[config.mk]
export PLATFORM = sky130hd
export DESIGN_NAME = seq_detector
export DESIGN_NICKNAME = d
export VERILOG_FILES = /design/src/rtl/seq_det_pkg.sv /design/src/rtl/sat_counter.sv /design/src/rtl/seq_detector.sv
export SDC_FILE = /design/constraint.sdc
export NUM_CORES = 1
export LEC_CHECK = 0
export ABC_AREA = 1
export CAP_MARGIN = 30
export CORE_MARGIN = 10
export CORE_UTILIZATION = 45
export CTS_CLUSTER_DIAMETER = 150
export DETAILED_ROUTE_END_ITERATION = 8
export PLACE_DENSITY = 0.74
export SLEW_MARGIN = 20
export SYNTH_ARGS = -nofsm -noshare
export SYNTH_HDL_FRONTEND = slang
export SYNTH_SLANG_ARGS = --single-unit
[constraint.sdc]
create_clock -name clk -period 2.4 [get_ports clk]
set_input_delay 0.6 -clock clk [delete_from_list [all_inputs] [get_ports clk]]
set_output_delay 0.6 -clock clk [all_outputs]
set_load 0.05 [all_outputs]
[src/rtl/seq_det_pkg.sv]
// seq_det_pkg: reset defaults, control states and the pattern-length clamp for seq_detector.
package seq_det_pkg;

    localparam logic [7:0] DEF_PATTERN_C = 8'b0000_0101;
    localparam int         DEF_LEN_C     = 3;
    localparam logic       DEF_OVERLAP_C = 1'b1;

    typedef enum logic {FILLING, ARMED} state_e;

    // Lengths 0 and 1 both mean a single-bit pattern; anything longer than the history is capped.
    function automatic int clamp_len(input int len, input int max_w);
        return (len < 1) ? 1 : (len > max_w) ? max_w : len;
    endfunction

endpackage

[src/rtl/sat_counter.sv]
// sat_counter: W-bit up-counter that sticks at all-ones, with synchronous clear.
module sat_counter #(
    parameter int W = 16
)(
    input  logic         clk,
    input  logic         reset,
    input  logic         clr,
    input  logic         inc,
    output logic [W-1:0] count
);

    logic [W-1:0] count_q, count_d;

    always_comb begin
        count_d = clr ? '0 : (inc && count_q != '1) ? count_q + 1'b1 : count_q;
    end

    always_ff @(posedge clk or posedge reset) begin
        if (reset) count_q <= '0;
        else       count_q <= count_d;
    end

    assign count = count_q;

endmodule

[src/rtl/seq_detector.sv]
// seq_detector: serial pattern matcher with runtime-loadable pattern/length/overlap and a saturating hit count.
module seq_detector
    import seq_det_pkg::*;
#(
    parameter int               MAX_W       = 8,
    parameter int               CNT_W       = 16,
    parameter logic [MAX_W-1:0] DEF_PATTERN = MAX_W'(DEF_PATTERN_C),
    parameter int               DEF_LEN     = DEF_LEN_C,
    parameter logic             DEF_OVERLAP = DEF_OVERLAP_C,
    localparam int              LW          = $clog2(MAX_W + 1)
)(
    input  logic             clk,
    input  logic             reset,
    input  logic             in_valid,
    input  logic             in,
    input  logic             cfg_load,
    input  logic [MAX_W-1:0] cfg_pattern,
    input  logic [LW-1:0]    cfg_len,
    input  logic             cfg_overlap,
    output logic             out,
    output logic [CNT_W-1:0] match_count
);

    logic [MAX_W-1:0] hist_q, hist_d, pat_q, pat_d, hist_sh, mask;
    logic [LW-1:0]    fill_q, fill_d, len_q, len_d, fill_inc;
    logic             ovl_q, ovl_d, out_q, out_d, match;
    state_e           state_q, state_d;

    always_comb begin
        hist_sh  = {hist_q[MAX_W-2:0], in};
        mask     = ~({MAX_W{1'b1}} << len_q);
        // ARMED means the window is already full, so the fill count saturates at len
        fill_inc = (state_q == ARMED) ? len_q : fill_q + 1'b1;
        match    = in_valid && !cfg_load && fill_inc == len_q && ((hist_sh ^ pat_q) & mask) == '0;
        hist_d   = hist_q;
        fill_d   = fill_q;
        pat_d    = pat_q;
        len_d    = len_q;
        ovl_d    = ovl_q;
        state_d  = state_q;
        out_d    = match;
        if (cfg_load) begin
            pat_d   = cfg_pattern;
            len_d   = LW'(clamp_len(int'(cfg_len), MAX_W));
            ovl_d   = cfg_overlap;
            hist_d  = '0;
            fill_d  = '0;
            state_d = FILLING;
        end else if (in_valid) begin
            hist_d  = hist_sh;
            fill_d  = (match && !ovl_q) ? '0 : fill_inc;
            state_d = (fill_d == len_q) ? ARMED : FILLING;
        end
    end

    always_ff @(posedge clk or posedge reset) begin
        if (reset) begin
            hist_q  <= '0;
            fill_q  <= '0;
            pat_q   <= DEF_PATTERN;
            len_q   <= LW'(clamp_len(DEF_LEN, MAX_W));
            ovl_q   <= DEF_OVERLAP;
            out_q   <= 1'b0;
            state_q <= FILLING;
        end else begin
            hist_q  <= hist_d;
            fill_q  <= fill_d;
            pat_q   <= pat_d;
            len_q   <= len_d;
            ovl_q   <= ovl_d;
            out_q   <= out_d;
            state_q <= state_d;
        end
    end

    assign out = out_q;

    sat_counter #(.W(CNT_W)) u_cnt (
        .clk   (clk),
        .reset (reset),
        .clr   (cfg_load),
        .inc   (match),
        .count (match_count)
    );

endmodule

==> flow_metrics.env, run 1 <==
export IMPL_status="finished clean"
export IMPL_synth_seq_cells=42
export IMPL_power_density_nw_per_um2=498.2
export IMPL_drive_gt1_share_pct=12.04
export IMPL_critPathMaxStageDelay_ns=0.85
export IMPL_hp_class="reg -> reg"
export IMPL_ff2ff_setup_slack_ns=0.30
export IMPL_maxSlewHeadroom_pct=65.16
export IMPL_drt_total_wl_mm=5.595
export IMPL_crit_required_ns=1.80
export IMPL_syn_inst=312
export IMPL_min_period_over_period_pct=92.08
export IMPL_worst_slew_pin_slew_ns=0.5225
export IMPL_path_cells="clkdlybuf4s50_1"
export IMPL_multiInputGateArea_sq_um=1105
export IMPL_clk_latency_ns=0.30
export IMPL_area_growth_syn_to_layout_pct=23.14
export IMPL_seq_area_frac_synth_pct=44.33
export IMPL_nNetsFinal=376
export IMPL_grt_pass1_wl_mm=9.604
export IMPL_r2r_cells=13
export IMPL_fin_area_sq_um=2937
export IMPL_coreArea_sq_um=5107
export IMPL_synth_area_sq_um=2385
export IMPL_cts_root_buf="clkbuf_8"
export IMPL_setup_ws_ns=0.1900
export IMPL_maxCapViolCount=0
export IMPL_seqCellArea_sq_um=1057
export IMPL_fmax_mhz=452.5
export IMPL_grt_use_total_pct=13.40
export IMPL_die_area_sq_um=8611
export IMPL_antenna_found_initial=0
export IMPL_path_class="reg -> out"
export IMPL_dp_hpwl_mm=4.311
export IMPL_cts_resized=0
export IMPL_ir_drop_uv=274.5
export IMPL_hold_viol=0
export IMPL_crit_buf_inv=1
export IMPL_syn_nets=332
export IMPL_cts_hold_buf=0
export IMPL_boundaryPins=35
export IMPL_rsz0062_at_grt="no"
export IMPL_finalPower_mw=1.463
export IMPL_numPortBuffers=34
export IMPL_routedWlPerCell_um=13.10
export IMPL_startpoint_type="flop"
export IMPL_min_from="pat_q[2]"
export IMPL_final_util_pct=57.50
export IMPL_fp_dieH_um=92.80
export IMPL_die_w_um=92.80
export IMPL_placed_area_sq_um=2845
export IMPL_cts_sinks=42
export IMPL_rows=26
export IMPL_start_util_pct=46.69
export IMPL_vias=2180
export IMPL_avgSynthCellArea_sq_um=7.644
export IMPL_fill_cells=501
export IMPL_ant_nets=0
export IMPL_vias_per_cell=5.105
export IMPL_clockBufferDepth=2
export IMPL_ys_types=33
export IMPL_leakagePower_nw=1.339
export IMPL_overflow=0
export IMPL_slew_violations=0
export IMPL_holdPathEnd="pat_q[2]"
export IMPL_cts_buffers_inserted=5
export IMPL_post_place_ws_ns=-0.04648
export IMPL_h_tree_depth=2
export IMPL_drt_pass1_iterations=4
export IMPL_yosys_warnings=0
export IMPL_dr_first_iter_drc_count=70
export IMPL_drc_errors=0
export IMPL_cp_arrival_ns=1.61
export IMPL_n_antenna_cell=0
export IMPL_first_global_vias=2175
export IMPL_grt_max_degree=43
export IMPL_finalSetupViolations=0
export IMPL_min_path_cells=2
export IMPL_gp_congestion=0.9429
export IMPL_r2r_end="u_cnt.count[5]"
export IMPL_cp_slowest_cell="clkdlybuf4s50_1"
export IMPL_postCtsSetupRepairBufs=0
export IMPL_critical_path_top_delay_family="buffers and inverters"
export IMPL_clk_pin_slew_ns=0.08
export IMPL_r2r_start="u_cnt.count[1]"
export IMPL_period_needed_ns=2.210
export IMPL_critical_path_peak_fanout=5
export IMPL_skew_ns=0.005883
export IMPL_end_kind="output port"
export IMPL_cts_tree="built"
[per-layer routing]
layer	up-vias	global-route usage, %	wire length [um]
li1	1093	-	-
met1	1032	14.46	2290
met2	48	24.36	2966
met3	7	3.793	269
met4	0	4.627	68
met5	-	0	0
[placed cells by master (no fill, tap or decap), types with 6 or more instances in the layout]
cell type and count:
nor2_1 23, inv_2 6, nand2_1 93, nand3_1 18
inv_1 40, clkdlybuf4s50_1 34, clkbuf_8 6, a21oi_1 6
xor2_1 6, o31ai_2 7, dfrtp_1 37, o21ai_0 22
o22ai_1 12, buf_4 10
[worst max path at each step]
stage / cells past startpoint / startpoint / endpoint
floorplan: 13 / u_cnt.count[0] / u_cnt.count[9]
global placement: 13 / in_valid / u_cnt.count[15]
detailed placement: 13 / in_valid / u_cnt.count[11]
CTS: 1 / u_cnt.count[14] / match_count[14]
global route: 13 / in_valid / u_cnt.count[5]
finish: 1 / u_cnt.count[14] / match_count[14]
[layout make-up]
cell class | instances | area share (%)
multi-input combinational | 215 | 37.62
sequential | 42 | 36.00
timing repair buffer | 44 | 14.15
inverter | 48 | 6.135
tap | 70 | 2.983
clock buffer | 7 | 2.940
clock inverter | 1 | 0.1704
[synth_stat cells, drive strengths merged]
| master | count | area (sq um) |
|---|---|---|
| nand2 | 95 | 366.6 |
| inv | 46 | 172.7 |
| dfrtp | 37 | 925.9 |
| nor2 | 26 | 110.1 |
| o21ai | 23 | 115.1 |
| nand3 | 19 | 100.1 |
| o22ai | 12 | 75.07 |
| o31ai | 7 | 87.58 |
| a21oi | 6 | 30.03 |
| xor2 | 6 | 52.55 |
| dfstp | 5 | 131.4 |
| nand4 | 5 | 37.53 |
| buf | 4 | 31.27 |
| nor3 | 4 | 20.02 |
| xnor2 | 4 | 35.03 |
| clkbuf | 3 | 11.26 |
| clkinv | 2 | 7.510 |
| ha | 2 | 25.02 |
| nor4 | 2 | 12.51 |
| a32o | 1 | 10.01 |
| and2 | 1 | 6.260 |
| nor3b | 1 | 12.51 |
| o2111ai | 1 | 8.760 |
[registers in the layout (all words and copies together), names as in the netlist]
signal	count
len_q	4
fill_q	4
out	1
pat_q	8
state_q	1
u_cnt.count	16
ovl_q	1
hist_q	7
[kinds of logic after synthesis]
| family | count (synthesis) | synth area share [%] |
|---|---|---|
| compound gates | 50 | 13.69 |
| xor+xnor | 10 | 3.672 |
| fa+ha+maj | 2 | 1.049 |
| buf+inv | 55 | 9.338 |
| flops | 42 | 44.33 |
| simple gates | 153 | 27.91 |
[where the power goes]
part / switching, mW / total (mW) / internal (mW)
logic: 0.134 / 0.223 / 0.0891
clock network: 0.240 / 0.473 / 0.232
registers: 0.0265 / 0.768 / 0.741
[through the flow]
step / instances / setup TNS, ns / hold slack [ns]
floorplan: 312 / 0 / 0.4601
global placement: 419 / 0 / 0.4827
detailed placement: 419 / -0.2245 / 0.4844
CTS: 427 / 0 / 0.5051
global route: 427 / 0 / 0.5239
finish: 427 / 0 / 0.4998
Note: power is estimated with default switching activity, not from simulation.
==> run 2: changes to the inputs <==
- CORE_UTILIZATION: 45 -> 25
- PLACE_DENSITY: 0.74 -> 0.49
==> run 2 against run 1 <==
Critical path depth unchanged; core utilization shrank 24 points; worst hold slack got worse by 0.0036 ns; combinational power is 4% higher; maximum frequency shrank 0.38%; sequential power is essentially flat; largest power group unchanged.
==> flow_metrics.env, run 2 (synthesis gave the netlist of run 1 again) <==
export IMPL_rows=35
export IMPL_overflow=0
export IMPL_cts_tree="built"
export IMPL_fill_cells=1059
export IMPL_fp_dieH_um=117.7
export IMPL_clockBufferDepth=2
export IMPL_power_frac_comb_pct=14.7
export IMPL_worst_slew_pin_slew_ns=0.5542
export IMPL_cp_arrival_ns=1.62
export IMPL_maxSlewHeadroom_pct=62.71
export IMPL_clk_latency_ns=0.30
export IMPL_setup_ws_ns=0.1815
export IMPL_leakagePower_nw=1.361
export IMPL_cts_buffers_inserted=5
export IMPL_ir_drop_uv=222.4
export IMPL_die_area_sq_um=13850
export IMPL_drt_total_wl_mm=6.042
export IMPL_place_inst=482
export IMPL_dp_hpwl_mm=4.731
export IMPL_n_antenna_cell=0
export IMPL_rsz0062_at_grt="no"
export IMPL_cts_resized=0
export IMPL_maxCapViolCount=0
export IMPL_path_class="reg -> out"
export IMPL_min_period_over_period_pct=92.44
export IMPL_use_met1_pct=11.26
export IMPL_hold_slack_ns=0.4962
export IMPL_critPathMaxStageDelay_ns=0.85
export IMPL_final_common_cell="nand2_1"
export IMPL_p_sw_uw=434.2
export IMPL_grt_use_total_pct=9.017
export IMPL_swShare_pct=27.46
export IMPL_seq_power_share_pct=48.6
export IMPL_coreArea_sq_um=9284
export IMPL_cp_slowest_cell="clkdlybuf4s50_1"
export IMPL_start_util_pct=25.69
export IMPL_grt_pass1_wl_mm=10.65
export IMPL_vias=2111
export IMPL_nNetsFinal=380
export IMPL_busiest_layer="met2"
export IMPL_gp_congestion=0.8520
export IMPL_end_kind="output port"
export IMPL_cts_hold_buf=0
export IMPL_hold_viol=0
export IMPL_die_w_um=117.7
export IMPL_period_needed_ns=2.218
export IMPL_p_clk_share_pct=36.7
export IMPL_critical_path_peak_fanout=5
export IMPL_numPortBuffers=34
export IMPL_stdcell_count=490
export IMPL_boundaryPins=35
export IMPL_critical_path_top_delay_family="buffers and inverters"
export IMPL_hp_class="reg -> reg"
export IMPL_slew_violations=0
export IMPL_antenna_found_initial=0
export IMPL_drc_errors=0
export IMPL_first_global_vias=2213
export IMPL_cts_sinks=42
export IMPL_largest_register_ffs=16
export IMPL_skew_ns=0.006560
export IMPL_clk_pin_slew_ns=0.09
export IMPL_crit_buf_inv=1
export IMPL_drive_gt1_share_pct=13.57
export IMPL_cts_root_buf="clkbuf_8"
export IMPL_status="finished clean"
export IMPL_vias_per_cell=4.308
export IMPL_power_density_nw_per_um2=513.7
export IMPL_routedWlPerCell_um=12.33
export IMPL_postCtsSetupRepairBufs=0
export IMPL_drt_pass1_iterations=4
export IMPL_h_tree_depth=2
export IMPL_path_cells="clkdlybuf4s50_1"
export IMPL_intPower_mw=1.147
export IMPL_crit_required_ns=1.80
export IMPL_seqCellArea_sq_um=1057
export IMPL_finalSetupViolations=0
export IMPL_grt_max_degree=43
export IMPL_layout_common_cells="nand2_1 (93), inv_1 (39), dfrtp_1 (37), clkdlybuf4s50_1 (34)"
export IMPL_placed_area_sq_um=2962
export IMPL_startpoint_type="flop"
export IMPL_use_met3_pct=2.398
export IMPL_area_growth_syn_to_layout_pct=29.07
export IMPL_multiInputGateArea_sq_um=1107
export IMPL_fin_area_sq_um=3078
export IMPL_fmax_mhz=450.8
export IMPL_post_place_ws_ns=-0.1595
export IMPL_ant_nets=0
export IMPL_dr_first_iter_drc_count=49
export IMPL_use_met2_pct=14.90
[run 2: metrics by stage]
stage | TNS (ns) | utilization (%) | power, mW
finish | 0 | 33.15 | 1.581
global route | 0 | 33.15 | 1.669
CTS | 0 | 33.13 | 1.611
detailed placement | -2.090 | 31.90 | 1.019
global placement | -0.9497 | 31.90 | 1.018
floorplan | 0 | - | 0.9207
[run 2: path summary, 6_finish.rpt]
| path | start | slack (ns) | cells after the start | end |
|---|---|---|---|---|
| min in group asynchronous | reset | 0.64 | 3 | u_cnt.count[14] |
| max reg2reg | u_cnt.count[1] | 0.28 | 13 | u_cnt.count[5] |
| max in group asynchronous | reset | 1.49 | 3 | len_q[0] |
| min | pat_q[0] | 0.50 | 2 | pat_q[0] |
| max | u_cnt.count[14] | 0.18 | 1 | match_count[14] |
| min reg2reg | pat_q[0] | 0.50 | 2 | pat_q[0] |
[run 2: layout make-up]
type                    count  area share (%)
well taps                 129           5.244
multi-input cells         215           35.98
inverters                  48           5.854
repair buffers             48           14.88
clock buffers               5           2.236
flip-flops and latches     42           34.35
clock inverters             3           1.463
[run 2: per-layer routing]
metal  wire, um  vias up
met5          0        -
met4         61        0
met3        230        7
met2       2853       35
met1       2897      966
li1           -     1103
[run 2: power groups by stage]
stage | logic (mW) | registers (mW) | clock network [mW]
floorplan | 0.140 | 0.781 | 0
finish | 0.233 | 0.768 | 0.580
global placement | 0.237 | 0.781 | 0
detailed placement | 0.237 | 0.782 | 0
CTS | 0.238 | 0.768 | 0.605
global route | 0.269 | 0.774 | 0.627
==> run 3: changes to the inputs <==
- CTS_CLUSTER_DIAMETER: 150 -> unset
- PLACE_DENSITY: 0.49 -> unset
==> run 3 against run 2 <==
Critical path depth up 1; total power is 8.5% lower; critical endpoint is now match_count[0]; sequential power about the same; global-route usage down 0.56 points.
==> flow_metrics.env, run 3 (synthesis gave the netlist of run 1 again) <==
export IMPL_dr_first_iter_drc_count=100
export IMPL_critical_path_peak_fanout=5
export IMPL_min_period_over_period_pct=92.19
export IMPL_largest_register_ffs=16
export IMPL_cp_arrival_ns=1.61
export IMPL_numPortBuffers=34
export IMPL_finalSetupViolations=0
export IMPL_vias_per_cell=4.447
export IMPL_clk_latency_ns=0.30
export IMPL_nNetsFinal=376
export IMPL_path_class="reg -> out"
export IMPL_first_global_vias=2139
export IMPL_n_antenna_cell=0
export IMPL_clk_pin_slew_ns=0.09
export IMPL_intPower_mw=1.034
export IMPL_antenna_found_initial=0
export IMPL_grt_use_total_pct=8.460
export IMPL_cts_sinks=42
export IMPL_final_common_cell="nand2_1"
export IMPL_p_sw_uw=412.1
export IMPL_use_met3_pct=2.830
export IMPL_drt_pass1_iterations=4
export IMPL_hold_viol=0
export IMPL_skew_ns=0.009174
export IMPL_rows=35
export IMPL_layout_common_cells="nand2_1 (93), inv_1 (40), dfrtp_1 (37), clkdlybuf4s50_1 (34), nor2_1 (23)"
export IMPL_leakagePower_nw=1.343
export IMPL_seq_power_share_pct=53.2
export IMPL_ir_drop_uv=197.6
export IMPL_cts_root_buf="clkbuf_8"
export IMPL_critPathMaxStageDelay_ns=0.80
export IMPL_dp_hpwl_mm=4.524
export IMPL_h_tree_depth=2
export IMPL_cts_resized=0
export IMPL_routedWlPerCell_um=12.27
export IMPL_use_met1_pct=9.932
export IMPL_fmax_mhz=452.0
export IMPL_crit_buf_inv=2
export IMPL_path_cells="buf_4 > clkdlybuf4s50_1"
export IMPL_clockBufferDepth=2
export IMPL_p_clk_share_pct=31.4
export IMPL_cp_slowest_cell="clkdlybuf4s50_1"
export IMPL_r2r_end="u_cnt.count[12]"
export IMPL_maxCapViolCount=0
export IMPL_r2r_start="u_cnt.count[1]"
export IMPL_gp_congestion=0.8342
export IMPL_grt_max_degree=43
export IMPL_min_from="pat_q[6]"
export IMPL_drc_errors=0
export IMPL_fp_dieH_um=117.7
export IMPL_vias=2161
export IMPL_area_growth_syn_to_layout_pct=26.44
export IMPL_use_met2_pct=14.37
export IMPL_finalPower_mw=1.446
export IMPL_start_util_pct=25.69
export IMPL_cts_hold_buf=0
export IMPL_ff2ff_setup_slack_ns=0.20
export IMPL_hold_slack_ns=0.4976
export IMPL_grt_pass1_wl_mm=10.03
export IMPL_startpoint_type="flop"
export IMPL_swShare_pct=28.50
export IMPL_die_w_um=117.7
export IMPL_rsz0062_at_grt="no"
export IMPL_hp_class="reg -> reg"
export IMPL_slew_violations=0
export IMPL_power_density_nw_per_um2=479.6
export IMPL_busiest_layer="met2"
export IMPL_status="finished clean"
export IMPL_holdPathEnd="pat_q[6]"
export IMPL_r2r_cells=13
export IMPL_critical_path_top_delay_family="buffers and inverters"
export IMPL_min_path_cells=2
export IMPL_boundaryPins=35
export IMPL_cts_buffers_inserted=5
export IMPL_maxSlewHeadroom_pct=65.02
export IMPL_die_area_sq_um=13850
export IMPL_worst_slew_pin_slew_ns=0.5230
export IMPL_crit_required_ns=1.80
export IMPL_end_kind="output port"
export IMPL_drt_total_wl_mm=5.963
export IMPL_period_needed_ns=2.213
export IMPL_power_frac_comb_pct=15.5
export IMPL_drive_gt1_share_pct=12.32
export IMPL_cts_tree="built"
export IMPL_overflow=0
export IMPL_ant_nets=0
export IMPL_coreArea_sq_um=9284
export IMPL_postCtsSetupRepairBufs=0
run 3: cell types whose count changed in the layout (fill, tap and decap cells not counted), sizes merged:
cell,previous run,this run
clkinv,3,4
inv,45,46
clkinvlp,2,0
buf,14,10
clkbuf,5,6
bufinv,1,0
run 3: power groups by stage:
stage / registers, mW / logic, mW / clock network [mW]
floorplan: 0.781 / 0.140 / 0
global placement: 0.782 / 0.224 / 0
detailed placement: 0.782 / 0.226 / 0
CTS: 0.768 / 0.227 / 0.468
global route: 0.773 / 0.258 / 0.499
finish: 0.769 / 0.224 / 0.454
run 3: final cells by class:
cell class / instances / area, sq um
tap: 129 / 161.4
sequential: 42 / 1057
timing repair buffer: 44 / 427.9
fill: 1018 / 6269
clock buffer: 6 / 72.57
clock inverter: 2 / 10.01
inverter: 48 / 180.2
multi-input combinational: 215 / 1106
run 3: how the worst max path moves through the flow:
stage | start | end | slack (ns) | cells past startpoint
floorplan | u_cnt.count[0] | u_cnt.count[9] | 0.14 | 13
CTS | u_cnt.count[14] | match_count[14] | 0.18 | 1
detailed placement | in_valid | u_cnt.count[11] | -0.10 | 13
finish | u_cnt.count[0] | match_count[0] | 0.19 | 2
global placement | in_valid | u_cnt.count[11] | -0.08 | 13
global route | in_valid | u_cnt.count[11] | 0.02 | 13
run 3: per-layer routing:
layer  share of wire (%)  vias to the layer above
met5                   0                        -
met4                 1.1                        0
met3                 5.2                        9
met2                  47                       46
met1                  46                     1015
li1                    -                     1091
run 3: through the flow:
step | setup slack, ns | TNS (ns) | instances | instance area, sq um | utilization (%)
after CTS | 0.1770 | 0 | 486 | 3014 | 32.47
after detailed placement | -0.1006 | -0.9111 | 478 | 2932 | 31.58
final | 0.1874 | 0 | 486 | 3015 | 32.48
after global placement | -0.08428 | -0.6555 | 478 | 2932 | 31.58
after global routing | 0.01990 | 0 | 486 | 3015 | 32.48
after floorplan | 0.1410 | 0 | 312 | 2385 | -
run 3: worst register-to-register path, delay by kind of cell, from the launching register on:
kind            cells  cell delay, ns
fa+ha+maj           1            0.18
flops               1            0.38
compound gates      1            0.07
buf+inv             2            0.21
simple gates        9            1.25
